### src/rtl/a2d_intf.sv
// a2d_intf: SPI mode-3 master that sends a channel command frame, waits GAP_CLKS, then reads a 12-bit result frame (A2D_RES_INV_EN inverts res).
// Latency: accept to cnv_cmplt = 1 + 521 + GAP_CLKS + 521 + 1 clk; strt_cnv is dropped while a conversion is in flight (no backpressure).
module a2d_intf #(
    parameter int GAP_CLKS = 32
) (
    input  logic        clk,
    input  logic        rst_n,
    input  logic        strt_cnv,
    input  logic [2:0]  chnnl,
    output logic        cnv_cmplt,
    output logic [11:0] res,
    output logic        SS_n,
    output logic        SCLK,
    output logic        MOSI,
    input  logic        MISO
);
    localparam int              GW       = (GAP_CLKS > 1) ? $clog2(GAP_CLKS) : 1;
    localparam logic [4:0]      DIV_LOAD = 5'b10111;
    localparam logic [GW-1:0]   GAP_LAST = GW'(GAP_CLKS - 1);

    typedef enum logic [2:0] {IDLE, XFER1, GAP, XFER2, PORCH} state_t;

    state_t         state_q, state_d;
    logic           pend_q, pend_d;
    logic [2:0]     chnnl_q, chnnl_d;
    logic [15:0]    shft_q, shft_d;
    logic [4:0]     sclk_div_q, sclk_div_d;
    logic [4:0]     bit_cnt_q, bit_cnt_d;
    logic           miso_smpl_q, miso_smpl_d;
    logic [GW-1:0]  gap_cnt_q, gap_cnt_d;
    logic           ss_n_q, ss_n_d;
    logic           cmplt_q, cmplt_d;
    logic [11:0]    res_q, res_d;
    logic           in_xfer, xfer_end;

    assign in_xfer  = (state_q == XFER1) || (state_q == XFER2);
    assign xfer_end = in_xfer && (sclk_div_q == 5'b11111) && (bit_cnt_q == 5'd16);

    always_comb begin
        state_d     = state_q;
        pend_d      = pend_q;
        chnnl_d     = chnnl_q;
        shft_d      = shft_q;
        sclk_div_d  = sclk_div_q;
        bit_cnt_d   = bit_cnt_q;
        miso_smpl_d = miso_smpl_q;
        gap_cnt_d   = gap_cnt_q;
        cmplt_d     = cmplt_q;
        res_d       = res_q;

        // Shared shift engine; SCLK is sclk_div[4], so a reload to DIV_LOAD parks it high.
        if (in_xfer) begin
            sclk_div_d = sclk_div_q + 5'd1;
            if (sclk_div_q == 5'b01111) begin
                miso_smpl_d = MISO;
                bit_cnt_d   = bit_cnt_q + 5'd1;
            end
            if ((sclk_div_q == 5'b11111) && (bit_cnt_q != 5'd0)) begin
                shft_d = {shft_q[14:0], miso_smpl_q};
            end
        end else begin
            sclk_div_d = DIV_LOAD;
            bit_cnt_d  = 5'd0;
        end

        case (state_q)
            IDLE: begin
                // One setup clock after accept before SS_n drops.
                if (pend_q) begin
                    pend_d  = 1'b0;
                    state_d = XFER1;
                end else if (strt_cnv) begin
                    pend_d  = 1'b1;
                    chnnl_d = chnnl;
                    shft_d  = {2'b00, chnnl, 11'h000};
                    cmplt_d = 1'b0;
                end
            end
            XFER1: begin
                if (xfer_end) begin
                    state_d    = GAP;
                    gap_cnt_d  = '0;
                    shft_d     = {2'b00, chnnl_q, 11'h000};
                    sclk_div_d = DIV_LOAD;
                    bit_cnt_d  = 5'd0;
                end
            end
            GAP: begin
                gap_cnt_d = gap_cnt_q + GW'(1);
                if (gap_cnt_q == GAP_LAST) begin
                    state_d = XFER2;
                end
            end
            XFER2: begin
                if (xfer_end) begin
                    state_d    = PORCH;
                    sclk_div_d = DIV_LOAD;
                    bit_cnt_d  = 5'd0;
                end
            end
            PORCH: begin
`ifdef A2D_RES_INV_EN
                res_d   = ~shft_q[11:0];
`else
                res_d   = shft_q[11:0];
`endif
                cmplt_d = 1'b1;
                state_d = IDLE;
            end
            default: state_d = IDLE;
        endcase

        ss_n_d = !((state_d == XFER1) || (state_d == XFER2));
    end

    always_ff @(posedge clk or negedge rst_n) begin
        if (!rst_n) begin
            state_q     <= IDLE;
            pend_q      <= 1'b0;
            chnnl_q     <= 3'd0;
            shft_q      <= 16'h0000;
            sclk_div_q  <= DIV_LOAD;
            bit_cnt_q   <= 5'd0;
            miso_smpl_q <= 1'b0;
            gap_cnt_q   <= '0;
            ss_n_q      <= 1'b1;
            cmplt_q     <= 1'b0;
            res_q       <= 12'h000;
        end else begin
            state_q     <= state_d;
            pend_q      <= pend_d;
            chnnl_q     <= chnnl_d;
            shft_q      <= shft_d;
            sclk_div_q  <= sclk_div_d;
            bit_cnt_q   <= bit_cnt_d;
            miso_smpl_q <= miso_smpl_d;
            gap_cnt_q   <= gap_cnt_d;
            ss_n_q      <= ss_n_d;
            cmplt_q     <= cmplt_d;
            res_q       <= res_d;
        end
    end

    assign SS_n      = ss_n_q;
    assign SCLK      = sclk_div_q[4];
    assign MOSI      = shft_q[15];
    assign cnv_cmplt = cmplt_q;
    assign res       = res_q;

endmodule

### config.mk
export PLATFORM = sky130hd
export DESIGN_NAME = a2d_intf
export DESIGN_NICKNAME = d
export VERILOG_FILES = /design/src/rtl/a2d_intf.sv
export SDC_FILE = /design/constraint.sdc
export NUM_CORES = 1
export LEC_CHECK = 0
export ABC_AREA = 1
export CORE_MARGIN = 2
export CORE_UTILIZATION = 50
export CTS_CLUSTER_SIZE = 20
export DETAILED_ROUTE_END_ITERATION = 8
export PLACE_DENSITY = 0.76
export SETUP_SLACK_MARGIN = 0.4
export SKIP_LAST_GASP = 1
export SLEW_MARGIN = 20
export SYNTH_ARGS = -nofsm -noshare
export SYNTH_HDL_FRONTEND = slang
export SYNTH_SLANG_ARGS = --single-unit
### constraint.sdc
create_clock -name clk -period 4.3 [get_ports clk]
set_input_delay 0.86 -clock clk [delete_from_list [all_inputs] [get_ports clk]]
set_output_delay 0.86 -clock clk [all_outputs]
set_load 0.01 [all_outputs]
==> results.tsv <==
metric	value	unit
status	completed	
min_path_type	reg -> reg	
power.total	813.9	µW
post-route-period-util	52.35	%
fmax	444.2	MHz
post-route-min-period	2.251	ns
dp_cells	367	
arrival	1.39	ns
crit_type	reg -> out	
startpoint	sclk_div_q[4]	
setup_slack	2.049	ns
p_clk_share	36.5	%
power_frac_comb	2.1	%
seqPwrFrac	61.4	%
ant_nets	0	
grt_pass1_vias	1715	
num-fill-cells	433	
clock_latency	0.30	ns
io_buffers	22	
setup_viol	0	
design.core.area	4723	µm²
antenna_found_initial	0	
stdcell_count	375	
num-nets-final	321	
wl_per_cell	10.94	µm
wirelength	4.101	mm
report.final.slew_viol_count	0	
grt_first_pass_wirelength	7.293	mm
r2r-start	sclk_div_q[0]	
grt_util_all_layers	17.41	%
synth_seq_cells	53	
start_util	51.71	%
area_growth	15.47	%
rows	25	
intPower	650.6	µW
cp_max_fo	3	
irDropWorstVdd	0.0002705	V
die_x	73.89	µm
syn-instance-count	283	
syn_avg_cell_area	8.630	µm²
required	3.44	ns
num_vias	1776	
switching_share	20.06	%
clockBufferDepth	2	
finalHoldViolCount	0	
yosysSeqAreaShare	54.56	%
end_kind	primary output	
synth.distinct_cells	29	
synth_fp_nets	297	
postCtsSetupBuffers	0	
worstMarginPinSlew	0.7712	ns
powerDensity	288.6	nW/µm²
cts_buffers	5	
fin_skew	0.004140	ns
final_common_cell	nand2_1	
drv_cap	0	
diodes	0	
slew_headroom	48.59	%
worstPathCellList	clkdlybuf4s50_1	
drt-vias-per-instance	4.736	
p_leak	1.463	nW
worst-path-buf-inv	1	
cts_hold_buf	0	
critPathLaunchType	flop	
synth_flop_cell	dfrtp_1	
grt_max_degree	37	
slowest_stage	dfstp_2	
dp_slack	2.228	ns
layout-drive-gt1-share	10.71	%
drtIter0Drc	98	
setup_tns	0	ns
ioPinCount	23	
drc	0	
path_clk_slew	0.09	ns
cpPeakStageDelay	0.56	ns
cts_htree_levels	2	
path_delay_family	flip-flops	
cts_resized	0	
die_y	73.89	µm
worstHoldStart	sclk_div_q[0]	
final_cell_area	2820	µm²
dr.pass1.iters	4	
cts.sinks	53	
p_switching	163.3	µW
dp_hpwl	2.968	mm
final_cell_mix	nand2_1 (85), dfrtp_1 (48), inv_1 (36), clkdlybuf4s50_1 (21), nand3_1 (20)	
gp_congestion	0.7342	
async_flop_share	100.0	%
grt-ovfl-total	0	
dieArea	5460	µm²
grt_setup_unrepaired	no	
dpl_cell_area	2719	µm²
synth_edf_count	0	
cts_tree	built	
syn_area	2442	µm²
clock-root-buffer	clkbuf_8	
yosys_warnings	0	
[registers in the layout, summed over array words and instances (netlist names)]
signal,flops
state_q,3
miso_smpl_q,1
res,12
sclk_div_q,5
chnnl_q,3
bit_cnt_q,5
gap_cnt_q,5
pend_q,1
SS_n,1
cnv_cmplt,1
shft_q,16
[synthesized netlist by cell type (3+ instances only)]
| cell type | instances | area share (%) |
|---|---|---|
| nand3_1 | 20 | 4.1 |
| mux2_2 | 3 | 1.4 |
| buf_2 | 3 | 0.61 |
| dfstp_2 | 5 | 5.4 |
| nand4_1 | 7 | 1.8 |
| nand2_1 | 85 | 13 |
| dfrtp_1 | 48 | 49 |
| nor2_1 | 16 | 2.5 |
| inv_1 | 36 | 5.5 |
| o21ai_1 | 10 | 2.0 |
| xor2_1 | 4 | 1.4 |
| inv_2 | 8 | 1.2 |
| ha_1 | 7 | 3.6 |
| o21ai_0 | 11 | 2.3 |
[path summary, 6_finish.rpt]
check	slack (ns)	cells past startpoint	endpoint
worst max-delay path	2.05	1	SCLK
worst min-delay path	0.47	1	sclk_div_q[0]
worst max register to register	2.31	8	state_q[0]
worst min register to register	0.47	1	sclk_div_q[0]
max in group asynchronous	2.89	2	SS_n
min in group asynchronous	0.63	1	res[9]
[cell type report]
type,instances,area [µm²],area share [%]
Clock inverter,1,5.005,0.1775
Tap cell,67,83.83,2.972
Inverter,44,165.2,5.856
Multi-Input combinational cell,180,914.6,32.43
Timing Repair Buffer,23,222.7,7.897
Clock buffer,7,96.34,3.416
Sequential cell,53,1333,47.25
[stage by stage]
stage          hold WS, ns  util [%]
2_1_floorplan       0.4383         -
3_3_place_gp        0.4499     57.56
3_5_place_dp        0.4563     57.56
4_1_cts             0.4784     59.71
5_1_grt             0.4949     59.71
6_report            0.4743     59.71
[cell families (layout without fill, tap and decap cells)]
group           count (synthesis)  after routing  synth area share [%]
buf+inv                        50             75                 7.992
xor+xnor                        6              6                 2.152
compound gates                 26             26                 5.635
mux                             3              3                 1.383
simple gates                  138            138                 24.69
flops                          53             53                 54.56
fa+ha+maj                       7              7                 3.586
[per-layer routing]
metal	GRT usage, %	vias up	share of wire [%]
met5	0	-	0
met4	4.848	0	0.98
met3	4.115	4	3.0
met2	31.35	25	50
met1	20.59	812	46
li1	-	935	-
[power groups by stage]
stage | sequential (mW) | combinational, mW | clock [mW]
CTS | 0.500 | 0.0180 | 0.309
detailed placement | 0.509 | 0.0180 | 0
floorplan | 0.509 | 0.00193 | 0
finish | 0.500 | 0.0170 | 0.297
global route | 0.500 | 0.0203 | 0.323
global placement | 0.509 | 0.0178 | 0
Note: power is estimated with default switching activity, not from simulation.
